==> config.mk <==
export PLATFORM = sky130hd
export DESIGN_NAME = avalon_bus_arbiter
export DESIGN_NICKNAME = d
export VERILOG_FILES = /design/src/rtl/avalon_pkg.sv /design/src/rtl/rr_pick2.sv /design/src/rtl/avalon_bus_arbiter.sv
export SDC_FILE = /design/constraint.sdc
export NUM_CORES = 1
export LEC_CHECK = 0
export CORE_AREA = 2 2 120 122
export DETAILED_ROUTE_END_ITERATION = 8
export DIE_AREA = 0 0 122 124
export SLEW_MARGIN = 20
export SYNTH_ARGS = -nofsm -noshare
export SYNTH_HDL_FRONTEND = slang
export SYNTH_SLANG_ARGS = --single-unit
==> constraint.sdc <==
create_clock -name clk -period 2.1 [get_ports clk]
set_input_delay 0.42 -clock clk [delete_from_list [all_inputs] [get_ports clk]]
set_output_delay 0.42 -clock clk [all_outputs]
set_load 0.005 [all_outputs]
==> src/rtl/avalon_pkg.sv <==
// -----------------------------------------------------------------------------
// avalon_pkg
// Shared definitions for the Avalon-MM arbiter, the CPU bus and benches.
//   arb_state_t  : arbiter FSM states (IDLE, GNT0, GNT1)
//   M0_IDX/M1_IDX: master indices used for grant bookkeeping
//   avalon_req_t : one master-side request (address, strobes, data, enables)
//   other_master : returns the index of the opposite master
// -----------------------------------------------------------------------------
package avalon_pkg;

  localparam int AV_ADDR_W = 32;
  localparam int AV_DATA_W = 32;

  localparam logic M0_IDX = 1'b0;
  localparam logic M1_IDX = 1'b1;

  typedef enum logic [1:0] {
    IDLE = 2'd0,
    GNT0 = 2'd1,
    GNT1 = 2'd2
  } arb_state_t;

  typedef struct packed {
    logic [AV_ADDR_W-1:0]   address;
    logic                   read;
    logic                   write;
    logic [AV_DATA_W-1:0]   writedata;
    logic [AV_DATA_W/8-1:0] byteenable;
  } avalon_req_t;

  function automatic logic other_master(input logic idx);
    return ~idx;
  endfunction

endpackage

==> src/rtl/rr_pick2.sv <==
// -----------------------------------------------------------------------------
// rr_pick2
// Combinational two-way round-robin selector.
//   req[1:0]    in  : request from master 1 / master 0
//   last        in  : index of the master granted most recently
//   grant_valid out : at least one request present
//   grant_idx   out : chosen master (meaningful only when grant_valid)
// -----------------------------------------------------------------------------
module rr_pick2
  import avalon_pkg::*;
(
  input  logic [1:0] req,
  input  logic       last,
  output logic       grant_valid,
  output logic       grant_idx
);

  assign grant_valid = |req;

  always_comb begin
    grant_idx = M0_IDX;
    if (&req) begin
      // Tie: the master that did not go last wins.
      grant_idx = other_master(last);
    end else if (req[1]) begin
      grant_idx = M1_IDX;
    end
  end

endmodule

==> src/rtl/avalon_bus_arbiter.sv <==
// -----------------------------------------------------------------------------
// avalon_bus_arbiter
// Shares one Avalon-MM slave between two masters, one transaction at a time,
// round-robin on contention. The non-granted master sees waitrequest=1.
//   clk, reset (sync, active-low)
//   m0_* / m1_*   : master ports (address, read, write, writedata,
//                   byteenable in; waitrequest, readdata out)
//   s_*           : slave port (address, read, write, writedata, byteenable
//                   out; waitrequest, readdata in)
//   protocol_error: sticky; set on abort or on read+write from granted master
// -----------------------------------------------------------------------------
module avalon_bus_arbiter
  import avalon_pkg::*;
#(
  parameter int ADDR_W = 32,
  parameter int DATA_W = 32
) (
  input  logic                clk,
  input  logic                reset,

  input  logic [ADDR_W-1:0]   m0_address,
  input  logic                m0_read,
  input  logic                m0_write,
  input  logic [DATA_W-1:0]   m0_writedata,
  input  logic [DATA_W/8-1:0] m0_byteenable,
  output logic                m0_waitrequest,
  output logic [DATA_W-1:0]   m0_readdata,

  input  logic [ADDR_W-1:0]   m1_address,
  input  logic                m1_read,
  input  logic                m1_write,
  input  logic [DATA_W-1:0]   m1_writedata,
  input  logic [DATA_W/8-1:0] m1_byteenable,
  output logic                m1_waitrequest,
  output logic [DATA_W-1:0]   m1_readdata,

  output logic [ADDR_W-1:0]   s_address,
  output logic                s_read,
  output logic                s_write,
  output logic [DATA_W-1:0]   s_writedata,
  output logic [DATA_W/8-1:0] s_byteenable,
  input  logic                s_waitrequest,
  input  logic [DATA_W-1:0]   s_readdata,

  output logic                protocol_error
);

  arb_state_t r_state;
  arb_state_t w_state_next;
  logic       r_last_grant;
  logic       w_last_grant_next;
  logic       r_protocol_error;
  logic       w_protocol_error_next;

  logic w_req0;
  logic w_req1;
  logic w_grant_valid;
  logic w_grant_idx;

  assign w_req0 = m0_read | m0_write;
  assign w_req1 = m1_read | m1_write;

  rr_pick2 u_pick (
    .req         ({w_req1, w_req0}),
    .last        (r_last_grant),
    .grant_valid (w_grant_valid),
    .grant_idx   (w_grant_idx)
  );

  // State register, last-grant memory and sticky error flag.
  always_ff @(posedge clk) begin
    if (!reset) begin
      r_state          <= IDLE;
      r_last_grant     <= M1_IDX;   // M0 wins the first tie
      r_protocol_error <= 1'b0;
    end else begin
      r_state          <= w_state_next;
      r_last_grant     <= w_last_grant_next;
      r_protocol_error <= w_protocol_error_next;
    end
  end

  // Next-state logic. Completion is checked before abort: a cycle with
  // s_waitrequest low finishes the transaction whatever the master strobes.
  always_comb begin
    w_state_next          = r_state;
    w_last_grant_next     = r_last_grant;
    w_protocol_error_next = r_protocol_error;
    case (r_state)
      IDLE: begin
        if (w_grant_valid) begin
          w_state_next = (w_grant_idx == M1_IDX) ? GNT1 : GNT0;
        end
      end
      GNT0: begin
        if (m0_read && m0_write) begin
          w_protocol_error_next = 1'b1;
        end
        if (!s_waitrequest) begin
          w_last_grant_next = M0_IDX;
          // M0 still holds its strobe here, so it can only be handed off.
          w_state_next      = w_req1 ? GNT1 : IDLE;
        end else if (!w_req0) begin
          w_state_next          = IDLE;
          w_protocol_error_next = 1'b1;
        end
      end
      GNT1: begin
        if (m1_read && m1_write) begin
          w_protocol_error_next = 1'b1;
        end
        if (!s_waitrequest) begin
          w_last_grant_next = M1_IDX;
          w_state_next      = w_req0 ? GNT0 : IDLE;
        end else if (!w_req1) begin
          w_state_next          = IDLE;
          w_protocol_error_next = 1'b1;
        end
      end
      default: begin
        w_state_next = IDLE;
      end
    endcase
  end

  // Datapath mux. While reset is low everything is forced to its idle value,
  // so an in-flight transaction is dropped in that very cycle and the master
  // never sees a completion.
  always_comb begin
    s_address      = '0;
    s_read         = 1'b0;
    s_write        = 1'b0;
    s_writedata    = '0;
    s_byteenable   = '0;
    m0_waitrequest = 1'b1;
    m1_waitrequest = 1'b1;
    m0_readdata    = '0;
    m1_readdata    = '0;
    if (reset) begin
      case (r_state)
        GNT0: begin
          s_address      = m0_address;
          s_read         = m0_read;
          s_write        = m0_write;
          s_writedata    = m0_writedata;
          s_byteenable   = m0_byteenable;
          m0_waitrequest = s_waitrequest;
          m0_readdata    = s_readdata;
        end
        GNT1: begin
          s_address      = m1_address;
          s_read         = m1_read;
          s_write        = m1_write;
          s_writedata    = m1_writedata;
          s_byteenable   = m1_byteenable;
          m1_waitrequest = s_waitrequest;
          m1_readdata    = s_readdata;
        end
        default: begin
        end
      endcase
    end
  end

  assign protocol_error = r_protocol_error;

endmodule
==> results <==
worst register-to-register path: cells and delay by family (launching register included):
kind,cells,cell delay [ns]
compound gates,3,0.57
fa+ha+maj,1,0.21
buf+inv,5,0.59
flops,1,0.33
synth_stat cells, types with 2 or more instances:
cell,n,area (sq um)
o31ai_1,2,15.0
nand2b_1,2,12.5
ha_1,4,50.1
buf_2,15,75.1
o211ai_1,2,15.0
a22oi_1,71,533
dfxtp_1,4,80.1
clkbuf_1,24,90.1
nor2_1,71,267
and3_1,64,400
inv_1,4,15.0
nand2_1,4,15.0
nand3_1,5,25.0
per-stage QoR:
stage	setup slack (ns)	setup TNS [ns]	instances	instance area (sq um)
after floorplan	0.401	0	283	1670
after global placement	-0.271	-31.47	757	5130
after detailed placement	-0.302	-33.45	757	5130
after CTS	-0.164	-3.97	782	5600
after global routing	-0.126	-1.86	808	6140
final	-0.0610	-0.565	808	6140
power by group:
| group | leakage [nW] | internal (mW) | switching (mW) |
|---|---|---|---|
| clock | 0.0370 | 0.243 | 0.0516 |
| combinational | 3.18 | 1.64 | 1.18 |
| sequential | 0.0336 | 0.0952 | 0.0116 |
registers in the layout (all words and copies together), names as in the netlist:
register	cells
r_state	2
protocol_error	1
r_last_grant	1
routing by layer:
metal	GRT usage	vias to the layer above	share of wire
met1	0.201	1785	0.41
met5	0	-	0
met3	0.0279	14	0.072
met2	0.285	162	0.51
met4	0.0251	0	0.0093
li1	-	1740	-
cells by family after synthesis:
kind of cell	after synthesis	share of synthesized area
AO/OA/AOI/OAI	83	0.371
buffers and inverters	43	0.108
adder cells (fa/ha/maj)	4	0.0299
AND/OR/NAND/NOR	149	0.444
flip-flops	4	0.0478
repair_timing:
item,in CTS,in global routing
endpoints found under the setup margin,136,81
endpoints found under the hold margin,0,0
gates cloned,9,7
setup buffers,13,21
hold buffers,0,0
gates resized for setup,202,171
pin swaps,2,22
path summary, 6_finish.rpt:
path	from	to	slack [ns]
min reg2reg	protocol_error	protocol_error	0.51
min	protocol_error	protocol_error	0.51
max reg2reg	r_state[1]	r_state[1]	0.28
max	r_state[1]	s_writedata[0]	-0.06
area by class of cell:
class,count,area share
Clock buffer,3,0.0122
Inverter,4,0.00244
Multi-Input combinational cell,236,0.288
Sequential cell,4,0.0134
Tap cell,180,0.0367
Timing Repair Buffer,381,0.647
==> impl_metrics.env <==
export IMPL_status="finished with violations"
export IMPL_violations="negative setup slack"
export IMPL_antenna_cells=0
export IMPL_finalPower_mw=3.22
export IMPL_worst_path_buf_inv=5
export IMPL_layout_nets=809
export IMPL_synthArstFlopShare=0
export IMPL_numCtsBuffers=3
export IMPL_overflow=0
export IMPL_final_common_cell="clkdlybuf4s50_1"
export IMPL_die_area_sq_mm=0.0151
export IMPL_dr_pass1_iters=4
export IMPL_pin_count=312
export IMPL_whs_ns=0.509
export IMPL_drt_iter0_drc=134
export IMPL_area_growth_pct=267
export IMPL_slew_headroom=0.823
export IMPL_remaining_drc_errors=0
export IMPL_max_cap_viol_count=0
export IMPL_grt_pass1_wl_um=18800
export IMPL_cts_tree="yes"
export IMPL_period_share=1.03
export IMPL_holdPathStages=2
export IMPL_grtUsageTotal=0.158
export IMPL_hp_class="register to register"
export IMPL_root_buffer="clkbuf_16"
export IMPL_cts_max_level=1
export IMPL_wl_um=14800
export IMPL_power_leakage_nw=3.25
export IMPL_crit_chain="inv_2 > buf_6 > ha_4 > buf_4 > clkbuf_16 > a22oi_2 > nor2_1 > dlygate4sd2_1"
export IMPL_clk_latency_ns=0.22
export IMPL_antenna_left=0
export IMPL_start_util=0.122
export IMPL_powerDensity_mw_per_mm2=525
export IMPL_place_hpwl_um=9090
export IMPL_yosysSeqAreaShare=0.0478
export IMPL_cp_depth=8
export IMPL_cp_start_kind="register"
export IMPL_antenna_found_initial=0
export IMPL_synth_edf_count=0
export IMPL_criticalPathCategory="register to output pin"
export IMPL_rsz0062_at_grt="yes"
export IMPL_synth_distinct_cells=24
export IMPL_critPathMaxFanout=11
export IMPL_cp_required_ns=1.68
export IMPL_ys_flop_type="dfxtp_1"
export IMPL_place_port_buffers=311
export IMPL_vias=3701
export IMPL_register_area_sq_um=82.6
export IMPL_clockBufferDepth=2
export IMPL_yosys_warnings=0
export IMPL_clkTransAtPathRegs_ns=0.03
export IMPL_fin_ws_ns=-0.0610
export IMPL_fin_util=0.448
export IMPL_critPathMaxStageDelay_ns=0.33
export IMPL_gp_congestion=0.928
export IMPL_grt_pass1_vias=3377
export IMPL_netlist_instances=283
export IMPL_wl_per_cell_um=18.3
export IMPL_skew_ns=0.00238
export IMPL_finalCriticalPeriod_ns=2.16
export IMPL_hold_viol=0
export IMPL_mostFrequentLayoutCells="clkdlybuf4s50_1, nor2_1, and3_1"
export IMPL_finalSetupViolCount=17
export IMPL_peakVddDrop_mv=0.260
export IMPL_cp_end_kind="output pin"
export IMPL_drt_vias_per_instance=4.58
export IMPL_drive_gt1_frac=0.306
export IMPL_multi_input_area_sq_mm=0.00177
export IMPL_synth_nets=462
export IMPL_die_y_um=124
export IMPL_die_x_um=122
export IMPL_fillers=1333
export IMPL_grt_max_degree=37
export IMPL_slowest_stage="dfxtp_2"
export IMPL_cts_num_sinks=4
export IMPL_rows=43
export IMPL_fp_coreArea_sq_mm=0.0137
export IMPL_cp_arrival_ns=1.74
export IMPL_max_freq_mhz=463
export IMPL_maxSlewViolCount=0
export IMPL_tightest_slew_ns=0.266
export IMPL_reg2regPathDepth=9
export IMPL_netlist_area_sq_mm=0.00167
export IMPL_syn_avg_cell_area_sq_um=5.92
export IMPL_ys_ff_latch=4
export IMPL_cp_top_family="buffers and inverters"
(Power assumes the default switching activity.)
